### config.mk
export PLATFORM = sky130hd
export DESIGN_NAME = uart_tx_fifo_drain
export DESIGN_NICKNAME = d
export VERILOG_FILES = /design/src/rtl/uart_tx_fifo_drain.sv
export SDC_FILE = /design/constraint.sdc
export NUM_CORES = 1
export LEC_CHECK = 0
export BUFFER_PORTS_ARGS = -buffer_cell sky130_fd_sc_hd__buf_4
export CAP_MARGIN = 0
export CORE_MARGIN = 10
export CORE_UTILIZATION = 40
export DETAILED_ROUTE_END_ITERATION = 6
export GPL_TIMING_DRIVEN = 0
export PLACE_DENSITY_LB_ADDON = 0.12
export SLEW_MARGIN = 20
export SYNTH_ARGS = -nofsm -noshare
export SYNTH_HDL_FRONTEND = slang
export SYNTH_SLANG_ARGS = --single-unit
### constraint.sdc
create_clock -name CLK -period 3.4 [get_ports CLK]
set_clock_uncertainty 0.05 [all_clocks]
set_input_delay 0.34 -clock CLK [delete_from_list [all_inputs] [get_ports CLK]]
set_output_delay 0.34 -clock CLK [all_outputs]
set_load 0.005 [all_outputs]
### src/rtl/uart_tx_fifo_drain.sv
// uart_tx_fifo_drain: pops words from the async FIFO read side and serializes each as a UART frame
// Ports: CLK/RST (sync active-low reset), FIFO_EMPTY/FIFO_RD_DATA/FIFO_R_INC (FIFO read side),
//        PAR_EN/PAR_TYP/PRESCALE (frame config, latched on each pop), TX_OUT (idle-high line), BUSY.
// Build option: define UART_TX_PARITY_EN to compile in the parity bit; otherwise PAR_EN/PAR_TYP are ignored.
module uart_tx_fifo_drain #(
  parameter int DATA_WIDTH = 8,
  parameter int PRESCALE_WIDTH = 6
) (
  input  logic                      CLK,
  input  logic                      RST,
  input  logic                      FIFO_EMPTY,
  input  logic [DATA_WIDTH-1:0]     FIFO_RD_DATA,
  output logic                      FIFO_R_INC,
  input  logic                      PAR_EN,
  input  logic                      PAR_TYP,
  input  logic [PRESCALE_WIDTH-1:0] PRESCALE,
  output logic                      TX_OUT,
  output logic                      BUSY
);
  localparam int BW = DATA_WIDTH > 1 ? $clog2(DATA_WIDTH) : 1;
  localparam int CW = PRESCALE_WIDTH + 1;
  typedef enum logic [2:0] {
    IDLE,
    START,
    DATA,
`ifdef UART_TX_PARITY_EN
    PARITY,
`endif
    STOP
  } state_t;
  state_t state_q, state_d;
  logic [CW-1:0] cnt_q, cnt_d;
  logic [BW-1:0] bit_q, bit_d;
  logic [DATA_WIDTH-1:0] sh_q, sh_d;
  logic [PRESCALE_WIDTH-1:0] pre_q, pre_d;
  logic tx_d, bit_end, last_bit;
`ifdef UART_TX_PARITY_EN
  logic par_en_q, par_bit_q;
`else
  logic unused_par;
  assign unused_par = PAR_EN ^ PAR_TYP;
`endif
  assign bit_end = cnt_q + CW'(1) == {1'b0, pre_q};
  assign last_bit = bit_q == BW'(DATA_WIDTH - 1);
  // Gated by RST so nothing is popped while reset is held.
  assign FIFO_R_INC = RST && state_q == IDLE && !FIFO_EMPTY;
  assign BUSY = state_q != IDLE;
  always_ff @(posedge CLK) begin
    if (!RST) begin
      state_q <= IDLE;
      cnt_q <= '0;
      bit_q <= '0;
      sh_q <= '0;
      pre_q <= '0;
      TX_OUT <= 1'b1;
    end else begin
      state_q <= state_d;
      cnt_q <= cnt_d;
      bit_q <= bit_d;
      sh_q <= sh_d;
      pre_q <= pre_d;
      TX_OUT <= tx_d;
    end
  end
`ifdef UART_TX_PARITY_EN
  // The parity bit is resolved at pop time from the word and type being latched.
  always_ff @(posedge CLK) begin
    if (!RST) begin
      par_en_q <= 1'b0;
      par_bit_q <= 1'b0;
    end else if (FIFO_R_INC) begin
      par_en_q <= PAR_EN;
      par_bit_q <= ^FIFO_RD_DATA ^ PAR_TYP;
    end
  end
`endif
  always_comb begin
    state_d = state_q;
    case (state_q)
      IDLE:   state_d = FIFO_R_INC ? START : IDLE;
      START:  state_d = bit_end ? DATA : START;
`ifdef UART_TX_PARITY_EN
      DATA:   state_d = bit_end && last_bit ? (par_en_q ? PARITY : STOP) : DATA;
      PARITY: state_d = bit_end ? STOP : PARITY;
`else
      DATA:   state_d = bit_end && last_bit ? STOP : DATA;
`endif
      STOP:   state_d = bit_end ? IDLE : STOP;
      default: state_d = IDLE;
    endcase
  end
  // TX_OUT is registered from the next state so the line changes on the same edge as the state.
  always_comb begin
    cnt_d = state_q == IDLE || bit_end ? '0 : cnt_q + CW'(1);
    bit_d = state_q != DATA || (bit_end && last_bit) ? '0 : bit_end ? bit_q + BW'(1) : bit_q;
    sh_d = FIFO_R_INC ? FIFO_RD_DATA : state_q == DATA && bit_end ? sh_q >> 1 : sh_q;
    pre_d = FIFO_R_INC ? (PRESCALE == '0 ? PRESCALE_WIDTH'(1) : PRESCALE) : pre_q;
`ifdef UART_TX_PARITY_EN
    tx_d = state_d == START ? 1'b0 : state_d == DATA ? sh_d[0] : state_d == PARITY ? par_bit_q : 1'b1;
`else
    tx_d = state_d == START ? 1'b0 : state_d == DATA ? sh_d[0] : 1'b1;
`endif
  end
endmodule

==> results of run 1 <==
[kinds of logic after synthesis]
| logic type | share of synthesized area, % |
|---|---|
| simple gates | 23.8 |
| mux | 5.23 |
| fa+ha+maj | 2.80 |
| xor+xnor | 8.96 |
| flops | 40.3 |
| compound gates | 13.1 |
| buf+inv | 5.79 |
[worst max-delay path by stage]
stage / start / endpoint
after detailed placement: cnt_q[0] / TX_OUT
after global routing: state_q[0] / FIFO_R_INC
after global placement: cnt_q[0] / TX_OUT
after CTS: state_q[0] / FIFO_R_INC
final: state_q[0] / FIFO_R_INC
after floorplan: cnt_q[0] / TX_OUT
[worst min-delay path, delay by kind of cell]
family	cells	cell delay, ns
simple gates	2	0.08
buf+inv	1	0.08
[through the flow]
| step | hold slack [ns] | cells | total power, mW |
|---|---|---|---|
| 2_1_floorplan | 0.385 | 147 | 0.422 |
| 3_3_place_gp | 0.395 | 209 | 0.456 |
| 3_5_place_dp | 0.407 | 209 | 0.457 |
| 4_1_cts | 0.146 | 213 | 0.597 |
| 5_1_grt | 0.139 | 213 | 0.621 |
| 6_report | 0.163 | 213 | 0.586 |
[power breakdown]
group	switching [mW]	internal, mW	leakage, nW
Clock	0.0909	0.0459	0.0150
Combinational	0.0523	0.0535	0.427
Sequential	0.0101	0.333	0.220
Total	0.153	0.432	0.663
[final cells by class]
class,count,area [um^2]
plain buffers,7,58.8
inverters,5,18.8
repair buffers,18,135
fillers,312,1570
well taps,44,55.1
flip-flops and latches,27,541
multi-input cells,108,722
clock buffers,4,26.3
[routing by layer]
layer / wire length (um) / vias up
li1: - / 559
met1: 1230 / 482
met2: 1200 / 25
met3: 112 / 2
met4: 14 / 0
met5: 0 / -
[flip-flops by register name (all words and copies together), names as in the netlist]
signal / flops
state_q: 2
pre_q: 6
sh_q: 8
cnt_q: 7
bit_q: 3
TX_OUT: 1
[cell usage in the layout (no fill, tap or decap), types with 2 or more instances in the layout]
master,count
dfxtp_1,27
nand2_1,18
buf_4,18
nor2_1,16
nand3_1,10
a21oi_1,9
xnor2_1,7
mux2i_1,7
a211oi_1,6
inv_1,5
clkbuf_1,4
xor2_1,4
or3_1,3
o21ai_0,3
buf_6,3
nor3_1,3
ha_1,3
clkbuf_4,3
nand4b_1,2
==> impl_metrics.tcl, run 1 <==
set metrics [dict create \
    outcome "complete, no violations" \
    track_usage_pct 8.81 \
    synthCells 147 \
    vias_per_cell 5.01 \
    required_ns 3.01 \
    grt_pass1_wl_um 4520 \
    num_vias 1068 \
    synth_nets 169 \
    synth_area_leader_cell "dfxtp_1" \
    cts_resized 0 \
    drt-pass1-iter-count 4 \
    drive_gt1_share_pct 21.3 \
    grt_use_met2_pct 13.9 \
    min_delay_path_depth 3 \
    grt_max_degree 15 \
    critPathLaunchType "flip-flop" \
    cp_cell_sequence "or2_2 > or3_1 > inv_1 > clkbuf_1 > buf_4" \
    n_antenna_cell 0 \
    die-area_um2 6070 \
    slowest_stage "dfxtp_1" \
    cts_sinks 27 \
    finalHoldViolCount 0 \
    slew_viol_final 0 \
    setup_viol 0 \
    die_w_um 77.9 \
    gr-max-usage-layer "met2" \
    hold_end "pre_q[2]" \
    hpwl_um 2030 \
    period_share_pct 71.5 \
    synth_edf_count 0 \
    hold_path.startpoint "PRESCALE[2]" \
    cts_tree "done" \
    grt_pass1_vias 1054 \
    antenna_found_initial 0 \
    synthFlopType "dfxtp_1" \
    ys_ff_latch 27 \
    start_util_pct 42.8 \
    cts_root_buf "clkbuf_4" \
    num_io_pins 22 \
    core.rowCount 20 \
    ys_warn_count 0 \
    postCtsSetupBuffers 0 \
    avgSynthCellArea_um2 9.12 \
    port-buffer-count 18 \
    grt_setup_unrepaired "no" \
    postCtsHoldBufs 0 \
    clk_latency_ns 0.32 \
    fin_crit_ns 2.43 \
    gr-usage-met1_pct 11.0 \
    synthDominantCellAreaShare_pct 40.3 \
    synth_area_leaders "dfxtp_1 (40%), mux2i_1 (5.2%), nand2_1 (5.0%), xnor2_1 (4.6%), nor2_1 (4.5%)" \
    cts_made_buffers 3 \
    final_util_pct 49.8 \
    critical_path.top_delay_family "simple AND/OR/NAND/NOR gates" \
    synth-seq-area-share_pct 40.3 \
    ys_async_sr_fraction_pct 0 \
    end_kind "output port" \
    clockBufferDepth 2 \
    drc_errors 0 \
    crit-reg2reg-capture "TX_OUT" \
    yosysMostFrequentCell "dfxtp_1" \
    rrSetupSlack_ns 1.16 \
    ant_nets 0 \
    ir_worst_vdd_v 0.000188 \
    path_class "flip-flop to output port" \
    grt_overflow 0 \
    hold_class "input pin to flip-flop" \
    r2r_start "cnt_q[0]" \
    die_h_um 77.9 \
    slew_headroom_pct 70.8 \
    cp_num_cells 5 \
    use_met3_pct 2.53 \
    p_per_area_nw_per_um2 376 \
    synth_area_um2 1340 \
    core_um2 3130 \
    wl_um 2560 \
    cp_num_buf_inv 3 \
    nNetsFinal 192 \
    tightest_slew_ns 0.438 \
    pre_cts_slack_ns 1.17 \
    fmax_ghz 0.411 \
    initialDrtViolationCount 56 \
    synthDistinctLibCells 35 \
    setup_ws_ns 0.969 \
    netlist_top_cells_count "dfxtp_1 (27), nand2_1 (18), nor2_1 (16), nand3_1 (10), a21oi_1 (9)" \
    max_cap_violations 0 \
    cts.reportedPaths.clkPinSlew_ns 0.14 \
    arrival_ns 2.04 \
    p_leak_nw 0.663 \
    path_max_fanout 10 \
    critPathMaxStageDelay_ns 0.38 \
    tns_ns 0 \
    ff2ff_path_depth 8 \
    syn_to_final_growth_pct 16.2 \
    wire_per_inst_um 12.0 \
    final_area_um2 1560 \
    place_congestion 0.738 \
    dpl_cell_area_um2 1530 \
    htree_levels 1 \
]
No activity file was read; power rests on OpenSTA's default activity.
==> run 2: changes to the inputs <==
- clock period: 3.4 -> 2.43 ns (I/O delays scaled with it)
==> impl_metrics.tcl, run 2 (synthesis results as in run 1) <==
set metrics [dict create \
    cp_cell_sequence "ha_2 > nand3_2 > or3_1 > and4b_1 > buf_6 > nand2_4 > mux2i_1 > a41oi_2" \
    syn_to_final_growth_pct 16.4 \
    critPathMaxStageDelay_ns 0.43 \
    vias_per_cell 5.02 \
    top_register "sh_q" \
    hpwl_um 2030 \
    critPathLaunchType "flip-flop" \
    setup_viol 0 \
    final_common_cell "dfxtp_1" \
    fin_crit_ns 2.21 \
    arrival_ns 2.37 \
    largest_reg_flops 8 \
    ant_nets 0 \
    core_um2 3130 \
    cts_made_buffers 3 \
    final_area_um2 1560 \
    path_class "flip-flop to flip-flop" \
    grt_pass1_vias 1054 \
    required_ns 2.59 \
    fmax_ghz 0.453 \
    final_cells 213 \
    postCtsHoldBufs 0 \
    cts_tree "done" \
    start_util_pct 42.8 \
    clk_latency_ns 0.32 \
    grt_max_degree 15 \
    postCtsSetupBuffers 0 \
    cts_sinks 27 \
    max_cap_violations 0 \
    grt_setup_unrepaired "no" \
    die-area_um2 6070 \
    htree_levels 1 \
    finalHoldViolCount 0 \
    wl_um 2580 \
    slew_viol_final 0 \
    ir_worst_vdd_v 0.000263 \
    power.total_mw 0.821 \
    most-common-layout-cells "dfxtp_1 (27), nand2_1 (18), buf_4 (18), nor2_1 (16), nand3_1 (10)" \
    dp.cells 209 \
    drc_errors 0 \
    drive_gt1_share_pct 22.5 \
    clockBufferDepth 2 \
    antenna_found_initial 0 \
    drt-pass1-iter-count 4 \
    num_io_pins 22 \
    slowest_stage "dfxtp_1" \
    top_regs "sh_q: 8 flops, cnt_q: 7 flops, pre_q: 6 flops" \
    slew_headroom_pct 70.6 \
    tightest_slew_ns 0.441 \
    num_vias 1070 \
    tns_ns 0 \
    cts_resized 0 \
    n_antenna_cell 0 \
    grt_overflow 0 \
    wire_per_inst_um 12.1 \
    hold_class "input pin to flip-flop" \
    outcome "complete, no violations" \
    nFillCells 310 \
    period_share_pct 90.8 \
    dpl_cell_area_um2 1530 \
    p_leak_nw 0.663 \
    cts.reportedPaths.clkPinSlew_ns 0.14 \
    grt_pass1_wl_um 4520 \
    cts_root_buf "clkbuf_4" \
    place_congestion 0.738 \
    p_per_area_nw_per_um2 526 \
    die_w_um 77.9 \
    initialDrtViolationCount 55 \
    nNetsFinal 192 \
    core.rowCount 20 \
    end_kind "flip-flop" \
    port-buffer-count 18 \
    path_max_fanout 10 \
    die_h_um 77.9 \
    track_usage_pct 8.81 \
]
## run 2: worst paths after layout
| kind | startpoint | to | depth (start not counted) | slack [ns] |
|---|---|---|---|---|
| worst max register to register | cnt_q[0] | TX_OUT | 8 | 0.22 |
| worst max-delay path | cnt_q[0] | TX_OUT | 8 | 0.22 |
| worst min-delay path | PRESCALE[2] | pre_q[2] | 3 | 0.07 |
| worst min register to register | bit_q[2] | bit_q[2] | 2 | 0.42 |
## run 2: per-stage QoR
step / hold slack, ns / setup slack [ns] / util (%)
after CTS: 0.0488 / 0.0559 / 49.8
after detailed placement: 0.394 / 0.202 / 48.9
after global routing: 0.0421 / 0.0477 / 49.9
after global placement: 0.392 / 0.210 / 48.9
after floorplan: 0.292 / 0.338 / -
final: 0.0659 / 0.224 / 49.9
## run 2: layer usage
metal | part of all wire, % | GRT usage (%) | vias up
met4 | 0.54 | 3.28 | 0
met2 | 46 | 13.9 | 29
met3 | 4.7 | 2.53 | 2
li1 | - | - | 560
met5 | 0 | 0 | -
met1 | 48 | 11.0 | 479
## run 2: area by class of cell
class | instances | area (um^2) | area share (%)
flip-flops and latches | 27 | 541 | 34.6
clock buffers | 4 | 26.3 | 1.68
repair buffers | 18 | 135 | 8.66
multi-input cells | 108 | 724 | 46.4
well taps | 44 | 55.1 | 3.53
plain buffers | 7 | 60.1 | 3.85
inverters | 5 | 18.8 | 1.20
## run 2: power breakdown
part	leakage, nW	internal (mW)	switching, mW
clock	0.0150	0.0642	0.128
sequential	0.220	0.466	0.0143
combinational	0.428	0.0753	0.0736
total	0.663	0.605	0.216
## run 2: critical path: cells and delay by family (launching register included)
kind / cells / cell delay, ns
adder cells (fa/ha/maj): 1 / 0.25
AND/OR/NAND/NOR: 4 / 0.81
flip-flops: 1 / 0.43
multiplexers: 1 / 0.28
buffers and inverters: 1 / 0.15
AO/OA/AOI/OAI: 1 / 0.14
